File: src/rtl/core_sequencer.sv
// Multi-cycle sequencer: paces instructions by prescaled tick (run) or step edge, one-hot stage strobes.
// Latency: fetch_en +1 after start, 4-5 busy cycles; ticks/steps arriving while busy or halted are dropped.
module core_sequencer #(
    parameter int TICK_DIV = 8388608
) (
    input  logic        CLOCK_50,
    input  logic        RESET,
    input  logic        run,
    input  logic        step,
    input  logic        halt_req,
    input  logic        clear,
    input  logic [3:0]  opcode,
    input  logic        c_zero,
    output logic        fetch_en,
    output logic        decode_en,
    output logic        exec_en,
    output logic        mem_rd,
    output logic        mem_wr,
    output logic        wb_en,
    output logic        pc_inc,
    output logic        busy,
    output logic        halted,
    output logic        fault,
    output logic [15:0] retired
);

    localparam int CW = (TICK_DIV > 2) ? $clog2(TICK_DIV) : 1;
    localparam logic [CW-1:0] TICK_LAST = CW'(TICK_DIV - 1);

    typedef enum logic [2:0] {
        S_IDLE,
        S_FETCH,
        S_DECODE,
        S_EXECUTE,
        S_MEMORY,
        S_WRITEBACK,
        S_HALT
    } state_t;

    state_t         state, state_nx;
    logic [CW-1:0]  presc;
    logic           tick;
    logic           step_d;
    logic           step_edge;
    logic           start;
    logic           div_zero;
    logic           is_mem;

    assign tick      = (presc == TICK_LAST);
    assign step_edge = step & ~step_d;
    // run has priority: a step edge while running is ignored
    assign start     = run ? tick : step_edge;
    assign div_zero  = ((opcode == 4'd7) || (opcode == 4'd8)) && c_zero;
    assign is_mem    = (opcode == 4'd1) || (opcode == 4'd2);

    always_ff @(posedge CLOCK_50 or posedge RESET) begin
        if (RESET) begin
            presc  <= '0;
            step_d <= 1'b0;
        end else begin
            presc  <= tick ? '0 : presc + 1'b1;
            step_d <= step;
        end
    end

    always_ff @(posedge CLOCK_50 or posedge RESET) begin
        if (RESET) begin
            state <= S_IDLE;
        end else begin
            state <= state_nx;
        end
    end

    always_comb begin
        state_nx = state;
        case (state)
            S_IDLE: begin
                if (halt_req) begin
                    state_nx = S_HALT;
                end else if (start) begin
                    state_nx = S_FETCH;
                end
            end
            S_FETCH:  state_nx = S_DECODE;
            S_DECODE: state_nx = S_EXECUTE;
            S_EXECUTE: begin
                if (div_zero) begin
                    state_nx = S_HALT;
                end else if (is_mem) begin
                    state_nx = S_MEMORY;
                end else begin
                    state_nx = S_WRITEBACK;
                end
            end
            // mem_rd is still high here for a load, so it selects the load path
            S_MEMORY: begin
                if (mem_rd) begin
                    state_nx = S_WRITEBACK;
                end else begin
                    state_nx = halt_req ? S_HALT : S_IDLE;
                end
            end
            S_WRITEBACK: state_nx = halt_req ? S_HALT : S_IDLE;
            S_HALT: begin
                if (clear) begin
                    state_nx = S_IDLE;
                end
            end
            default: state_nx = S_IDLE;
        endcase
    end

    always_ff @(posedge CLOCK_50 or posedge RESET) begin
        if (RESET) begin
            fetch_en  <= 1'b0;
            decode_en <= 1'b0;
            exec_en   <= 1'b0;
            mem_rd    <= 1'b0;
            mem_wr    <= 1'b0;
            wb_en     <= 1'b0;
            pc_inc    <= 1'b0;
            busy      <= 1'b0;
            halted    <= 1'b0;
            fault     <= 1'b0;
            retired   <= 16'd0;
        end else begin
            fetch_en  <= (state_nx == S_FETCH);
            decode_en <= (state_nx == S_DECODE);
            exec_en   <= (state_nx == S_EXECUTE);
            mem_rd    <= (state_nx == S_MEMORY) && (opcode == 4'd1);
            mem_wr    <= (state_nx == S_MEMORY) && (opcode == 4'd2);
            wb_en     <= (state_nx == S_WRITEBACK);
            pc_inc    <= (state_nx == S_WRITEBACK) ||
                         ((state_nx == S_MEMORY) && (opcode == 4'd2));
            busy      <= (state_nx != S_IDLE) && (state_nx != S_HALT);
            halted    <= (state_nx == S_HALT);
            if ((state == S_EXECUTE) && div_zero) begin
                fault <= 1'b1;
            end else if ((state == S_HALT) && clear) begin
                fault <= 1'b0;
            end
            // pc_inc is high exactly in the final cycle of every completed instruction
            retired   <= retired + {15'd0, pc_inc};
        end
    end

endmodule

File: config.mk
export PLATFORM = sky130hd
export DESIGN_NAME = core_sequencer
export DESIGN_NICKNAME = d
export VERILOG_FILES = /design/src/rtl/core_sequencer.sv
export SDC_FILE = /design/constraint.sdc
export NUM_CORES = 1
export LEC_CHECK = 0
export CORE_MARGIN = 4
export CORE_UTILIZATION = 25
export DETAILED_ROUTE_END_ITERATION = 16
export HOLD_SLACK_MARGIN = 0.08
export PLACE_DENSITY = 0.5
export RECOVER_POWER = 25
export SYNTH_ARGS = -nofsm -noshare
export SYNTH_HDL_FRONTEND = slang
export SYNTH_SLANG_ARGS = --single-unit
File: constraint.sdc
create_clock -name CLOCK_50 -period 2.24 [get_ports CLOCK_50]
set_clock_uncertainty 0.1 [all_clocks]
set_input_delay 0.56 -clock CLOCK_50 [delete_from_list [all_inputs] [get_ports CLOCK_50]]
set_output_delay 0.56 -clock CLOCK_50 [all_outputs]
set_load 0.01 [all_outputs]
Word level (Yosys, flattened, before mapping). Index checks and enable logic that the tools add are counted.

Register bits: 53. Latch bits: 0. Bits in writable memories: 0. Memory bits (read-only): 0. Bits of input ports: 11. Output and inout bits: 26. Memories kept: 0.

Add/sub/neg operators: 2. Multiply operators: 0. Divide/modulo/power cells: 0. Magnitude comparators: 0. Equality and inequality tests: 18. Shift-type cells: 0. Multiplexer cells: 12. Bitwise logic cells: 2. Reduce and logical (&&, ||, !) cells: 12.

Operators by type and width (count): adder 23 x 1 -> 23 bit, second input constant (1); equality test 23 bit, second input constant (1); two-way mux 23 bit (1); one-hot mux 3 bit (7 select lines) (1); equality test 3 bit, second input constant (6); adder 16 x 1 -> 16 bit (1); two-way mux 3 bit (5); equality test 3 x 2 -> 1 bit, second input constant (4); equality test 3 x 1 -> 1 bit, second input constant (2); logical AND 1 bit (6); equality test 4 x 1 -> 1 bit, second input constant (1); equality test 4 x 2 -> 1 bit, second input constant (1); equality test 4 x 3 -> 1 bit, second input constant (1); equality test 4 bit, second input constant (1); two-way mux 1 bit (4); zero test 3 bit (1); logical OR 1 bit (3); inequality test 3 bit, second input constant (1); nonzero test 3 bit (1); two-way mux 2 bit (1); nonzero test 2 bit (1); bitwise AND 1 bit (1); inverter 1 bit (1).

Longest topological paths before layout.
Depth after elaboration: 9. Depth in mapped cells: 6.

Worst setup path after synthesis. No wires, ideal clock.

Kind: input port to flip-flop. Start point: input opcode[1]. End point: register mem_rd. Arrival time: 1866 ps. Slack: 174 ps. Cell stages on the path: 5. Cells stage by stage: or4b_1 or2_1 a41oi_2 and3_1 nor4bb_1.

Longest elaborated chain between the ends: 7. Elaborated cells on any way between the ends: 12.

RTL lines: from (decl) (RTL line 12) `input logic [3:0] opcode,`; equality test 4 x 1 -> 1 bit (tied with other cells) (RTL line 54, 130); logical OR 1 bit, on equally long branches (RTL line 54, 53); two-way mux 1 bit / logical AND 1 bit (equally long branches) (RTL line 89, 53); two-way mux 2 bit (RTL line 87) `if (div_zero) begin`; one-hot mux 3 bit (7 select lines) (RTL line 76) `case (state)`; equality test 3 bit (RTL line 130) `mem_rd <= (state_nx == S_MEMORY) && (opcode == 4'd1);`; logical AND 1 bit * (RTL line 130); to (signal assigned) (RTL line 130); to (decl) (RTL line 17) `output logic mem_rd,`.

Every way passes the cells marked *; elsewhere a longest branch is shown, timed or not. A chain may end at the register's enable or synchronous reset.

Final worst setup path.
Start point: input opcode[2]. End point: register mem_rd.

Same word-level chain as after synthesis.

==> impl_metrics.yaml <==
cts:
  cts_buffers: 5
  postCtsHoldBufs: 0
  clockBufferDepth: 2
  clkTransAtPathRegs_ns: 0.09
  htree_levels: 2
  cts.sinks: 53
  cts_root_buf: "clkbuf_8"
  clk_latency_ns: 0.30
  cts_setup_buffers: 0
  cts_tree: "yes"
finish:
  reg_top3: "presc x23, retired x16, state x3"
  diodes: 0
  largest_reg_flops: 23
  layout_commonest_cell: "dfrtp_1"
  utilization: 0.334
  regMostFlops: "presc"
  mostFrequentLayoutCells: "dfrtp_1 (53), clkdlybuf4s50_1 (30), xnor2_1 (23), nand3_1 (20), nand2_1 (18)"
  fin_cells: 404
  nNetsFinal: 289
  syn_to_final_growth_pct: 28.6
  drive_above_1_share: 0.116
  fillers: 995
drt:
  routed_wl_mm: 4.81
  vias_per_cell: 4.39
  wl_per_cell_um: 11.9
  wirelength_met1_mm: 2.38
  met2_length_mm: 2.24
  met3_length_um: 162
  post-route-drc-count: 0
  highest_layer: "met4"
  drtIter0Drc: 54
  ant_nets: 0
  drtPass1Iterations: 4
  vias: 1773
grt:
  antenna_found_initial: 0
  grt_usage: 0.0881
  first_global_vias: 1729
  grt_overflow: 0
  grt_max_degree: 54
  grt_pass1_wl_mm: 8.17
yosys:
  synth-seq-cells: 53
  synth_top_family_by_area: "simple AND/OR/NAND/NOR gates"
  ys_warn_count: 0
  synthCells: 224
  synth_compound_area_frac: 0.0623
  ys.flop_type: "dfrtp_1"
  synthSimpleGateAreaFrac: 0.240
  ys_async_sr_fraction: 1.00
  ys_seq_area_frac: 0.546
  ys_types: 43
  synthXorXnorAreaFrac: 0.115
  netlist_area_um2: 2430
  synth.avg_cell_area_um2: 10.8
  synthAdderAreaFrac: 0.0154
  synth_edf_count: 0
  muxShareOfSynthArea: 0
  synth_fp_nets: 238
die:
  ioPinCount: 37
  rows: 35
  core_um2: 9370
  start_util: 0.259
  die_h_um: 107
  dieArea_um2: 11400
  die_x_um: 107
worst_setup_path:
  worstPathArrival_ns: 2.18
  start_kind: "input port"
  path_max_fanout: 3
  path_class: "input port to flip-flop"
  cp_data_required_time_ns: 2.35
  crit_path_end_kind: "flip-flop"
timing:
  final.setup.tns_ns: 0
  worst_pin_slew_ns: 1.16
  slew_violations: 0
  final_hold_viol_count: 0
  fin_crit_ns: 2.07
  rsz0062_at_grt: "false"
  final-setup-viol-count: 0
  fin_crit_sh: 0.924
  slew_headroom: 0.228
  fmax_mhz: 483
worst_hold_path:
  hold_path_class: "flip-flop to flip-flop"
pwr:
  ir_drop_v: 0.000226
  powerDensity_nw_per_um2: 789
  p_leak_nw: 1.33
placed_design:
  place.gp.congestion: 0.802
  port-buffer-count: 36
  place_hpwl_mm: 3.47
  dp_cells: 397
status:
  status: "finished clean"
run:
  maxCapViolations: 0
[power breakdown]
group	internal [mW]	total (mW)	switching (mW)
registers	1.08	1.22	0.145
clock network	0.245	0.542	0.297
logic	0.398	0.703	0.305
total	1.72	2.47	0.747
[critical path, stage by stage]
cell	delay [ns]
dlygate4sd2_1	0.24
or4b_4	0.54
or2_4	0.25
a41oi_2	0.20
and3_4	0.21
nor4bb_4	0.18
[cell families (layout without fill, tap and decap cells)]
kind of cell | Yosys count | count (layout)
simple gates | 105 | 105
flops | 53 | 53
xor+xnor | 32 | 32
compound gates | 21 | 21
buf+inv | 10 | 61
fa+ha+maj | 3 | 3
[cell usage after synthesis, types with 2 or more instances]
master     n  share of area
dfrtp_1   53           0.55
xnor2_1   23          0.083
nand3_1   20          0.041
nand2_1   18          0.028
nor2_1    17          0.026
nand4_1   10          0.026
xor2_1     9          0.032
and3_1     8          0.021
o21ai_0    7          0.014
inv_1      6         0.0093
a21oi_1    5          0.010
nand2b_1   4          0.010
and4_1     3          0.011
ha_1       3          0.015
nand3b_1   3         0.0093
nor3_1     3         0.0062
buf_2      2         0.0041
nand4b_1   2         0.0072
nor2b_1    2         0.0051
nor4_1     2         0.0051
or3_1      2         0.0051
[metrics by stage]
stage / total power, mW / instance area (um^2) / hold WS [ns] / setup WS [ns]
6_report: 2.47 / 3130 / 0.380 / 0.170
5_1_grt: 2.63 / 3130 / 0.401 / 0.0813
4_1_cts: 2.51 / 3120 / 0.379 / 0.0223
3_5_place_dp: 1.94 / 3030 / 0.362 / -0.387
3_3_place_gp: 1.94 / 3030 / 0.360 / -0.336
2_1_floorplan: 1.59 / 2430 / 0.339 / 0.174
[metal layers]
metal | vias up | track usage
met5 | - | 0
met4 | 0 | 0.0274
met3 | 2 | 0.0217
met2 | 22 | 0.136
met1 | 855 | 0.122
li1 | 894 | -
[layout make-up]
cell class	count	area, um^2	share of cell area
sequential	53	1330	0.424
timing repair buffer	48	447	0.143
multi-input combinational	161	1080	0.345
clock buffer	6	82.6	0.0264
inverter	6	22.5	0.00721
clock inverter	1	7.51	0.00240
tap	129	161	0.0516
[what timing repair did]
item / 4_1_cts / 5_1_grt
pin swaps: 4 / 3
hold endpoints to repair: 0 / 0
gates cloned: 0 / 0
endpoints found under the setup margin: 2 / 1
gates resized for setup: 5 / 4
[path summary, 6_finish.rpt]
path | from | end | slack (ns) | cells past startpoint
min reg2reg | presc[22] | presc[22] | 0.38 | 1
min | presc[22] | presc[22] | 0.38 | 1
max | opcode[2] | mem_rd | 0.17 | 6
max reg2reg | presc[5] | presc[22] | 0.28 | 5
max in group asynchronous | RESET | presc[2] | 0.35 | 3
min in group asynchronous | RESET | retired[2] | 0.99 | 3
Note: power is estimated with default switching activity, not from simulation.
